<file path="src/rtl/seq_block_subtractor.sv">
// rtl/seq_block_subtractor.sv - multi-cycle block-serial W-bit subtractor (optional SUB_OVF_EN adds ovf)
module seq_block_subtractor #(
  parameter int W = 128,
  parameter int B = 4
) (
  input  logic         clk,
  input  logic         rst_n,
  input  logic         in_valid,
  output logic         in_ready,
  input  logic [W-1:0] a,
  input  logic [W-1:0] b,
  input  logic         bin,
  output logic         out_valid,
  input  logic         out_ready,
  output logic [W-1:0] diff,
  output logic         bout
`ifdef SUB_OVF_EN
  ,
  output logic         ovf
`endif
);

  localparam int NB = W / B;
  localparam int IW = (NB > 1) ? $clog2(NB) : 1;
  localparam logic [IW-1:0] LAST = IW'(NB - 1);

  localparam logic [1:0] IDLE = 2'd0;
  localparam logic [1:0] RUN  = 2'd1;
  localparam logic [1:0] DONE = 2'd2;

  logic [1:0]    state;
  logic [W-1:0]  a_reg;
  logic [W-1:0]  b_reg;
  logic [W-1:0]  diff_reg;
  logic          br;
  logic          bout_reg;
  logic [IW-1:0] idx;
  logic [B-1:0]  a_blk;
  logic [B-1:0]  b_blk;
  logic [B:0]    blk;
`ifdef SUB_OVF_EN
  logic          ovf_reg;
`endif

  // Current block slice and its subtraction; the MSB of blk is the block borrow-out
  always_comb begin
    a_blk = a_reg[idx*B +: B];
    b_blk = b_reg[idx*B +: B];
    blk   = {1'b0, a_blk} - {1'b0, b_blk} - {{B{1'b0}}, br};
  end

  // Control FSM, operand capture and block-serial borrow chain
  always_ff @(posedge clk or negedge rst_n) begin
    if (!rst_n) begin
      state    <= IDLE;
      a_reg    <= '0;
      b_reg    <= '0;
      diff_reg <= '0;
      br       <= 1'b0;
      bout_reg <= 1'b0;
      idx      <= '0;
`ifdef SUB_OVF_EN
      ovf_reg  <= 1'b0;
`endif
    end else begin
      case (state)
        IDLE: begin
          if (in_valid) begin
            a_reg <= a;
            b_reg <= b;
            br    <= bin;
            idx   <= '0;
            state <= RUN;
          end
        end
        RUN: begin
          diff_reg[idx*B +: B] <= blk[B-1:0];
          br <= blk[B];
          if (idx == LAST) begin
            bout_reg <= blk[B];
`ifdef SUB_OVF_EN
            // Top bit of the last block is the sign of the result
            ovf_reg  <= (a_reg[W-1] != b_reg[W-1]) && (blk[B-1] != a_reg[W-1]);
`endif
            idx   <= '0;
            state <= DONE;
          end else begin
            idx <= idx + 1'b1;
          end
        end
        DONE: begin
          if (out_ready) state <= IDLE;
        end
        default: state <= IDLE;
      endcase
    end
  end

  assign in_ready  = (state == IDLE);
  assign out_valid = (state == DONE);
  assign diff      = diff_reg;
  assign bout      = bout_reg;
`ifdef SUB_OVF_EN
  assign ovf       = ovf_reg;
`endif

endmodule

</file>
<file path="config.mk">
export PLATFORM = sky130hd
export DESIGN_NAME = seq_block_subtractor
export DESIGN_NICKNAME = d
export VERILOG_FILES = /design/src/rtl/seq_block_subtractor.sv
export SDC_FILE = /design/constraint.sdc
export NUM_CORES = 1
export LEC_CHECK = 0
export CORE_AREA = 3 3 214 216
export CTS_CLUSTER_SIZE = 40
export DETAILED_ROUTE_END_ITERATION = 7
export DIE_AREA = 0 0 217 219
export PLACE_DENSITY = 0.71
export REMOVE_ABC_BUFFERS = 1
export SYNTH_ARGS = -nofsm -noshare
export SYNTH_HDL_FRONTEND = slang
export SYNTH_SLANG_ARGS = --single-unit
</file>
<file path="constraint.sdc">
create_clock -name clk -period 4.75 [get_ports clk]
set_input_delay 0.95 -clock clk [delete_from_list [all_inputs] [get_ports clk]]
set_output_delay 0.95 -clock clk [all_outputs]
set_load 0.1 [all_outputs]
</file>
==> results of run 1 <==
[report_power, final]
part / switching (µW) / internal [µW]
logic: 7240 / 3460
registers: 1050 / 4850
clock network: 1340 / 1990
[cells by family after synthesis]
logic type | Yosys count
fa+ha+maj | 13
mux | 126
xor+xnor | 6
compound gates | 84
simple gates | 1081
flops | 393
buf+inv | 110
[per-stage QoR]
stage / cell area, µm² / util (%) / std cells / setup slack, ns / hold WS [ns]
CTS: 23500 / 53.2 / 2797 / 0.358 / 0.473
global placement: 22000 / 50.0 / 2724 / 0.490 / 0.453
finish: 23500 / 53.2 / 2797 / 0.424 / 0.468
global route: 23500 / 53.2 / 2797 / 0.0897 / 0.486
detailed placement: 22000 / 50.0 / 2724 / 0.407 / 0.458
floorplan: 17100 / - / 1713 / -2.03 / 0.440
[cell usage in the layout, fill, tap and decap left out, types with 20 or more instances in the layout]
cell type | netlist | final
sky130_fd_sc_hd__buf_4 | 4 | 20
sky130_fd_sc_hd__clkbuf_16 | 0 | 45
sky130_fd_sc_hd__clkdlybuf4s50_1 | 0 | 390
sky130_fd_sc_hd__dfrtp_1 | 393 | 390
sky130_fd_sc_hd__mux2_2 | 35 | 35
sky130_fd_sc_hd__mux2i_1 | 20 | 20
sky130_fd_sc_hd__mux4_2 | 70 | 70
sky130_fd_sc_hd__nand2_1 | 959 | 958
sky130_fd_sc_hd__nand3_1 | 29 | 29
sky130_fd_sc_hd__nor2_1 | 57 | 57
sky130_fd_sc_hd__o31ai_1 | 39 | 39
[worst max-delay path, cell delays in order (launching register included)]
cell                       delay [ns]
sky130_fd_sc_hd__dfrtp_4         0.67
sky130_fd_sc_hd__buf_4           0.41
sky130_fd_sc_hd__mux4_2          0.56
sky130_fd_sc_hd__mux4_2          0.49
sky130_fd_sc_hd__mux2i_1         0.20
sky130_fd_sc_hd__fa_1            0.26
sky130_fd_sc_hd__inv_1           0.06
sky130_fd_sc_hd__ha_1            0.16
sky130_fd_sc_hd__nand2b_1        0.17
sky130_fd_sc_hd__nor2_1          0.13
sky130_fd_sc_hd__xor2_1          0.25
sky130_fd_sc_hd__nor3_1          0.09
sky130_fd_sc_hd__mux2i_1         0.57
sky130_fd_sc_hd__a21oi_1         0.14
[how the worst max path moves through the flow]
stage / from / end / slack, ns
after detailed placement: idx[0] / diff[103] / 0.41
after global routing: idx[0] / diff[39] / 0.09
after floorplan: state[0] / idx[0] / -2.03
after global placement: idx[0] / diff[119] / 0.49
final: idx[0] / diff[103] / 0.42
after CTS: idx[0] / diff[37] / 0.36
[routing by layer]
layer	wire [µm]	global-route usage [%]	share of wire, %
met1	22200	30.0	43
met2	24900	35.8	48
met3	3360	3.45	6.5
met5	12	0	0.023
met4	1250	6.57	2.4
[layout make-up]
class | count | area, µm²
Sequential cell | 393 | 9840
Fill cell | 3901 | 20700
Multi-Input combinational cell | 1310 | 7200
Timing Repair Buffer | 419 | 4230
Clock inverter | 16 | 166
Tap cell | 592 | 741
Inverter | 10 | 37.5
Clock buffer | 57 | 1240
==> metrics.txt, run 1 <==
# TYPE chip_impl_metric gauge
chip_impl_metric{name="slew_headroom",unit="%"} 28.0
chip_impl_metric{name="post-route-drc-count",unit=""} 0
chip_impl_info{name="crit_path_start_kind",value="flop"} 1
chip_impl_metric{name="largest_net_degree_at_the_start_of_global_routing",unit=""} 116
chip_impl_metric{name="fp-row-count",unit=""} 77
chip_impl_metric{name="post_cts_hold_buffer_count",unit=""} 0
chip_impl_info{name="run_status",value="finished, final reports clean"} 1
chip_impl_metric{name="yosys.cell_types.count",unit=""} 46
chip_impl_metric{name="cap_violations",unit=""} 0
chip_impl_metric{name="power.leakage",unit="µW"} 0.0112
chip_impl_metric{name="power.density_cell_area",unit="nW/µm²"} 849
chip_impl_metric{name="clk_pin_slew_worst_paths",unit="ns"} 0.06
chip_impl_metric{name="route.detailed.vias_per_inst",unit=""} 5.07
chip_impl_metric{name="initial_antenna_violation_count",unit=""} 1
chip_impl_metric{name="timing.critical_path.arrival",unit="ns"} 4.73
chip_impl_metric{name="timing_hold_violations_final",unit=""} 0
chip_impl_metric{name="flops_latches_synth",unit=""} 393
chip_impl_metric{name="synth.area.mux_share",unit="%"} 12.5
chip_impl_metric{name="clock_latency",unit="ns"} 0.56
chip_impl_metric{name="synth_simple_gate_area_share",unit="%"} 24.0
chip_impl_metric{name="overflow_left_after_global_routing",unit=""} 0
chip_impl_metric{name="area.growth.synth_to_final",unit="%"} 34.0
chip_impl_metric{name="synth_compound_gate_area_share",unit="%"} 3.19
chip_impl_metric{name="yosysWarnings",unit=""} 0
chip_impl_metric{name="seq_total_area_yosys",unit="%"} 56.2
chip_impl_info{name="ctsRootBufferMaster",value="sky130_fd_sc_hd__clkbuf_16"} 1
chip_impl_metric{name="peak_ir_drop_on_the_vdd_network",unit="µV"} 1210
chip_impl_metric{name="clockBufferDepth",unit=""} 3
chip_impl_metric{name="post-synth-top-area-fraction",unit="%"} 56.2
chip_impl_info{name="netlist_top_cells_count",value="959 x sky130_fd_sc_hd__nand2_1, 393 x sky130_fd_sc_hd__dfrtp_1, 70 x sky130_fd_sc_hd__mux4_2"} 1
chip_impl_metric{name="final-setup-viol-count",unit=""} 0
chip_impl_info{name="yosys.area.top_type",value="sky130_fd_sc_hd__dfrtp_1"} 1
chip_impl_metric{name="diodes",unit=""} 0
chip_impl_metric{name="synthesis.instances",unit=""} 1813
chip_impl_metric{name="post-route-period-util",unit="%"} 91.1
chip_impl_metric{name="finClkSkew",unit="ns"} 0.0163
chip_impl_metric{name="async_reset_ff_share",unit="%"} 100
chip_impl_metric{name="synthXorXnorAreaFrac",unit="%"} 0.343
chip_impl_metric{name="global_route.usage.total",unit="%"} 21.8
chip_impl_metric{name="first_global_vias",unit=""} 14800
chip_impl_metric{name="finish.net_count",unit=""} 2450
chip_impl_info{name="worstSetupEndpointType",value="flop"} 1
chip_impl_metric{name="setup.reg_to_reg.worst_slack",unit="ns"} 0.42
chip_impl_metric{name="starting_density",unit="%"} 39.7
chip_impl_metric{name="cts-buffers-inserted",unit=""} 42
chip_impl_metric{name="synth_edf_count",unit=""} 0
chip_impl_metric{name="cts_sinks",unit=""} 393
chip_impl_metric{name="post_route_cells_drive_above_1_share",unit="%"} 9.80
chip_impl_info{name="synth_top_flop_cell",value="sky130_fd_sc_hd__dfrtp_1"} 1
chip_impl_metric{name="syn_avg_cell_area",unit="µm²"} 9.66
chip_impl_metric{name="first_pass_iters",unit=""} 5
chip_impl_metric{name="total_power",unit="µW"} 19900
chip_impl_metric{name="first_iter_violations",unit=""} 1309
chip_impl_metric{name="hpwl",unit="µm"} 37800
chip_impl_metric{name="htreeDepth",unit=""} 2
chip_impl_metric{name="post_cts.repair.setup_buffers",unit=""} 0
chip_impl_metric{name="cts_repair_resize_count",unit=""} 0
chip_impl_metric{name="detail_route.wirelength",unit="µm"} 51700
chip_impl_info{name="worst_r2r_endpoint",value="diff[103]"} 1
chip_impl_metric{name="worst_pin_slew",unit="ns"} 1.08
chip_impl_info{name="min-delay-path-class",value="input port to async pin"} 1
chip_impl_info{name="netlist_top_cells_area",value="sky130_fd_sc_hd__dfrtp_1 56%, sky130_fd_sc_hd__nand2_1 21%, sky130_fd_sc_hd__mux4_2 9.0%"} 1
chip_impl_metric{name="layout_min_cycle_time",unit="ns"} 4.33
chip_impl_metric{name="maxSlewViolCount",unit=""} 0
chip_impl_metric{name="worstRegToRegCells",unit=""} 13
chip_impl_metric{name="synth_area",unit="µm²"} 17500
chip_impl_metric{name="floorplan.die_area",unit="µm²"} 47500
chip_impl_metric{name="die-width",unit="µm"} 217
chip_impl_metric{name="gp_congestion",unit=""} 0.853
chip_impl_info{name="rsz0062_at_grt",value="false"} 1
chip_impl_metric{name="number_of_nets_with_antenna_violations_after_routing",unit=""} 0
chip_impl_metric{name="finalSetupTns",unit="ns"} 0
chip_impl_info{name="cts_tree",value="done"} 1
chip_impl_metric{name="detailroute.via_count",unit=""} 14200
chip_impl_metric{name="achievable-frequency",unit="MHz"} 231
chip_impl_metric{name="worst_ep_required_time",unit="ns"} 5.15
chip_impl_info{name="critical_path_class",value="flop to flop"} 1
chip_impl_metric{name="io_buffer_count",unit=""} 391
chip_impl_metric{name="io_pins",unit=""} 392
chip_impl_metric{name="synth_adder_area_share",unit="%"} 1.01
chip_impl_metric{name="critPathMaxFanout",unit=""} 19
chip_impl_info{name="rr_startpoint",value="idx[0]"} 1
chip_impl_metric{name="dieHeight",unit="µm"} 219
chip_impl_metric{name="grt_pass1_wl",unit="µm"} 81200
chip_impl_info{name="main_combinational_cell_family_by_area_after_synthesis",value="simple AND/OR/NAND/NOR gates"} 1
chip_impl_metric{name="fp.coreArea",unit="µm²"} 44100
chip_impl_metric{name="routedWlPerCell",unit="µm"} 18.5
chip_impl_info{name="post-synth-top-count-cell",value="sky130_fd_sc_hd__nand2_1"} 1
(Power assumes the default switching activity.)
==> inputs of run 2 (changes only) <==
Settings changed: CORE_AREA 3 3 214 216 to 2 2 213 215, DIE_AREA 0 0 217 219 to 0 0 215 217.
==> run 2 against run 1 <==
Net effect: non-clock buffer count unchanged; first-iteration DRC count down 12%; sequential share of layout area down 0.060 points; power up 0.37%; critical endpoint is now diff[119].
==> metrics.txt, run 2 (synthesis results as in run 1) <==
# TYPE chip_impl_metric gauge
chip_impl_metric{name="diodes",unit=""} 0
chip_impl_metric{name="area.growth.synth_to_final",unit="%"} 34.2
chip_impl_metric{name="first_iter_violations",unit=""} 1155
chip_impl_metric{name="nFillCells",unit=""} 4025
chip_impl_metric{name="layout_min_cycle_time",unit="ns"} 4.40
chip_impl_metric{name="hpwl",unit="µm"} 36700
chip_impl_metric{name="grt_pass1_wl",unit="µm"} 80000
chip_impl_metric{name="power.density_cell_area",unit="nW/µm²"} 851
chip_impl_metric{name="first_global_vias",unit=""} 14600
chip_impl_metric{name="clk_pin_slew_worst_paths",unit="ns"} 0.06
chip_impl_metric{name="post_place_cell_area",unit="µm²"} 22000
chip_impl_info{name="crit_path_start_kind",value="flop"} 1
chip_impl_metric{name="worst_pin_slew",unit="ns"} 1.11
chip_impl_metric{name="cts_sinks",unit=""} 393
chip_impl_info{name="layout.cells.most_common",value="sky130_fd_sc_hd__nand2_1"} 1
chip_impl_metric{name="register_area",unit="µm²"} 9840
chip_impl_metric{name="critPathMaxFanout",unit=""} 24
chip_impl_metric{name="timing_hold_violations_final",unit=""} 0
chip_impl_metric{name="post_route_cells_drive_above_1_share",unit="%"} 9.69
chip_impl_metric{name="first_pass_iters",unit=""} 5
chip_impl_metric{name="starting_density",unit="%"} 39.2
chip_impl_info{name="min-delay-path-class",value="input port to async pin"} 1
chip_impl_metric{name="global_route.usage.total",unit="%"} 21.8
chip_impl_metric{name="cts_repair_resize_count",unit=""} 0
chip_impl_metric{name="achievable-frequency",unit="MHz"} 227
chip_impl_metric{name="post_cts_hold_buffer_count",unit=""} 0
chip_impl_metric{name="clockBufferDepth",unit=""} 3
chip_impl_metric{name="cap_violations",unit=""} 0
chip_impl_info{name="grt-busiest-layer",value="met2"} 1
chip_impl_info{name="ctsRootBufferMaster",value="sky130_fd_sc_hd__clkbuf_16"} 1
chip_impl_metric{name="final_design_area_no_fill",unit="µm²"} 23500
chip_impl_metric{name="pre_cts_ws",unit="ns"} 0.342
chip_impl_metric{name="grtUsageMet1",unit="%"} 28.5
chip_impl_metric{name="cts-buffers-inserted",unit=""} 42
chip_impl_metric{name="final-setup-viol-count",unit=""} 0
chip_impl_metric{name="power.leakage",unit="µW"} 0.0112
chip_impl_info{name="rsz0062_at_grt",value="false"} 1
chip_impl_info{name="cts_tree",value="done"} 1
chip_impl_metric{name="peak_ir_drop_on_the_vdd_network",unit="µV"} 1130
chip_impl_metric{name="maxSlewViolCount",unit=""} 0
chip_impl_metric{name="floorplan.die_area",unit="µm²"} 46700
chip_impl_metric{name="io_pins",unit=""} 392
chip_impl_metric{name="io_buffer_count",unit=""} 391
chip_impl_metric{name="die-width",unit="µm"} 215
chip_impl_metric{name="overflow_left_after_global_routing",unit=""} 0
chip_impl_metric{name="met3_usage",unit="%"} 3.94
chip_impl_metric{name="total_power",unit="µW"} 20000
chip_impl_info{name="critical_path_class",value="flop to flop"} 1
chip_impl_info{name="worstSetupEndpointType",value="flop"} 1
chip_impl_metric{name="initial_antenna_violation_count",unit=""} 4
chip_impl_metric{name="finClkSkew",unit="ns"} 0.0214
chip_impl_metric{name="htreeDepth",unit=""} 2
chip_impl_metric{name="multi_input_area",unit="µm²"} 7200
chip_impl_metric{name="smallest_setup_slack_after_layout",unit="ns"} 0.353
chip_impl_metric{name="detailroute.via_count",unit=""} 14100
chip_impl_metric{name="fp-row-count",unit=""} 78
chip_impl_metric{name="slew_headroom",unit="%"} 25.7
chip_impl_metric{name="route.detailed.vias_per_inst",unit=""} 5.04
chip_impl_metric{name="dieHeight",unit="µm"} 217
chip_impl_info{name="run_status",value="finished, final reports clean"} 1
chip_impl_metric{name="worst_ep_required_time",unit="ns"} 5.15
chip_impl_metric{name="gp_congestion",unit=""} 0.889
chip_impl_metric{name="finish.net_count",unit=""} 2450
chip_impl_metric{name="post-route-period-util",unit="%"} 92.6
chip_impl_metric{name="finalSetupTns",unit="ns"} 0
chip_impl_metric{name="detail_route.wirelength",unit="µm"} 50700
chip_impl_metric{name="fp.coreArea",unit="µm²"} 44700
chip_impl_metric{name="post-route-drc-count",unit=""} 0
chip_impl_metric{name="routedWlPerCell",unit="µm"} 18.1
chip_impl_metric{name="grtUsageMet2",unit="%"} 36.8
chip_impl_info{name="most-common-layout-cells",value="958 x sky130_fd_sc_hd__nand2_1, 390 x sky130_fd_sc_hd__dfrtp_1, 390 x sky130_fd_sc_hd__clkdlybuf4s50_1"} 1
chip_impl_metric{name="largest_net_degree_at_the_start_of_global_routing",unit=""} 128
chip_impl_metric{name="clock_latency",unit="ns"} 0.56
chip_impl_metric{name="number_of_nets_with_antenna_violations_after_routing",unit=""} 0
chip_impl_metric{name="post_cts.repair.setup_buffers",unit=""} 0
chip_impl_metric{name="timing.critical_path.arrival",unit="ns"} 4.79
[run 2: worst paths after layout]
kind                           start         to  slack [ns]  cells past startpoint
hold / removal                 rst_n  diff[108]        0.46                      1
setup reg to reg              idx[0]  diff[119]        0.35                     11
setup / recovery              idx[0]  diff[119]        0.35                     11
hold reg to reg            a_reg[43]  a_reg[43]        0.47                      2
min in group clk           a_reg[43]  a_reg[43]        0.47                      2
max in group asynchronous      rst_n  b_reg[38]        3.05                      2
[run 2: routing by layer]
metal | share of wire [%] | vias to the layer above | routed length (µm)
met5 | 0.11 | - | 57
met4 | 3.1 | 8 | 1550
met3 | 6.7 | 101 | 3390
met2 | 48 | 515 | 24600
met1 | 42 | 6893 | 21100
li1 | - | 6626 | -
[run 2: where the power goes]
group          internal (µW)  switching, µW  total, µW
clock network           2080           1340       3420
registers               4850           1050       5900
logic                   3460           7220      10700
total                  10400           9610      20000
[run 2: worst max-delay path, stage by stage (launching register included)]
cell,delay [ns]
sky130_fd_sc_hd__dfrtp_4,0.72
sky130_fd_sc_hd__buf_12,0.25
sky130_fd_sc_hd__mux4_2,0.51
sky130_fd_sc_hd__mux4_2,0.49
sky130_fd_sc_hd__mux2_2,0.32
sky130_fd_sc_hd__ha_1,0.29
sky130_fd_sc_hd__inv_1,0.04
sky130_fd_sc_hd__ha_1,0.34
sky130_fd_sc_hd__xnor2_1,0.33
sky130_fd_sc_hd__nor3_1,0.09
sky130_fd_sc_hd__mux2i_1,0.64
sky130_fd_sc_hd__a21oi_1,0.18
[run 2: final cells by class]
class / instances / area share (%)
flip-flops and latches: 393 / 41.9
multi-input cells: 1310 / 30.6
repair buffers: 419 / 18.0
clock buffers: 60 / 5.25
well taps: 600 / 3.20
clock inverters: 16 / 0.900
inverters: 10 / 0.160
[run 2: metrics by stage]
stage               hold slack, ns  util, %  std cells
floorplan                    0.440        -       1713
global placement             0.454     49.3       2732
detailed placement           0.459     49.3       2732
CTS                          0.474     52.5       2808
global route                 0.492     52.5       2808
finish                       0.459     52.5       2808
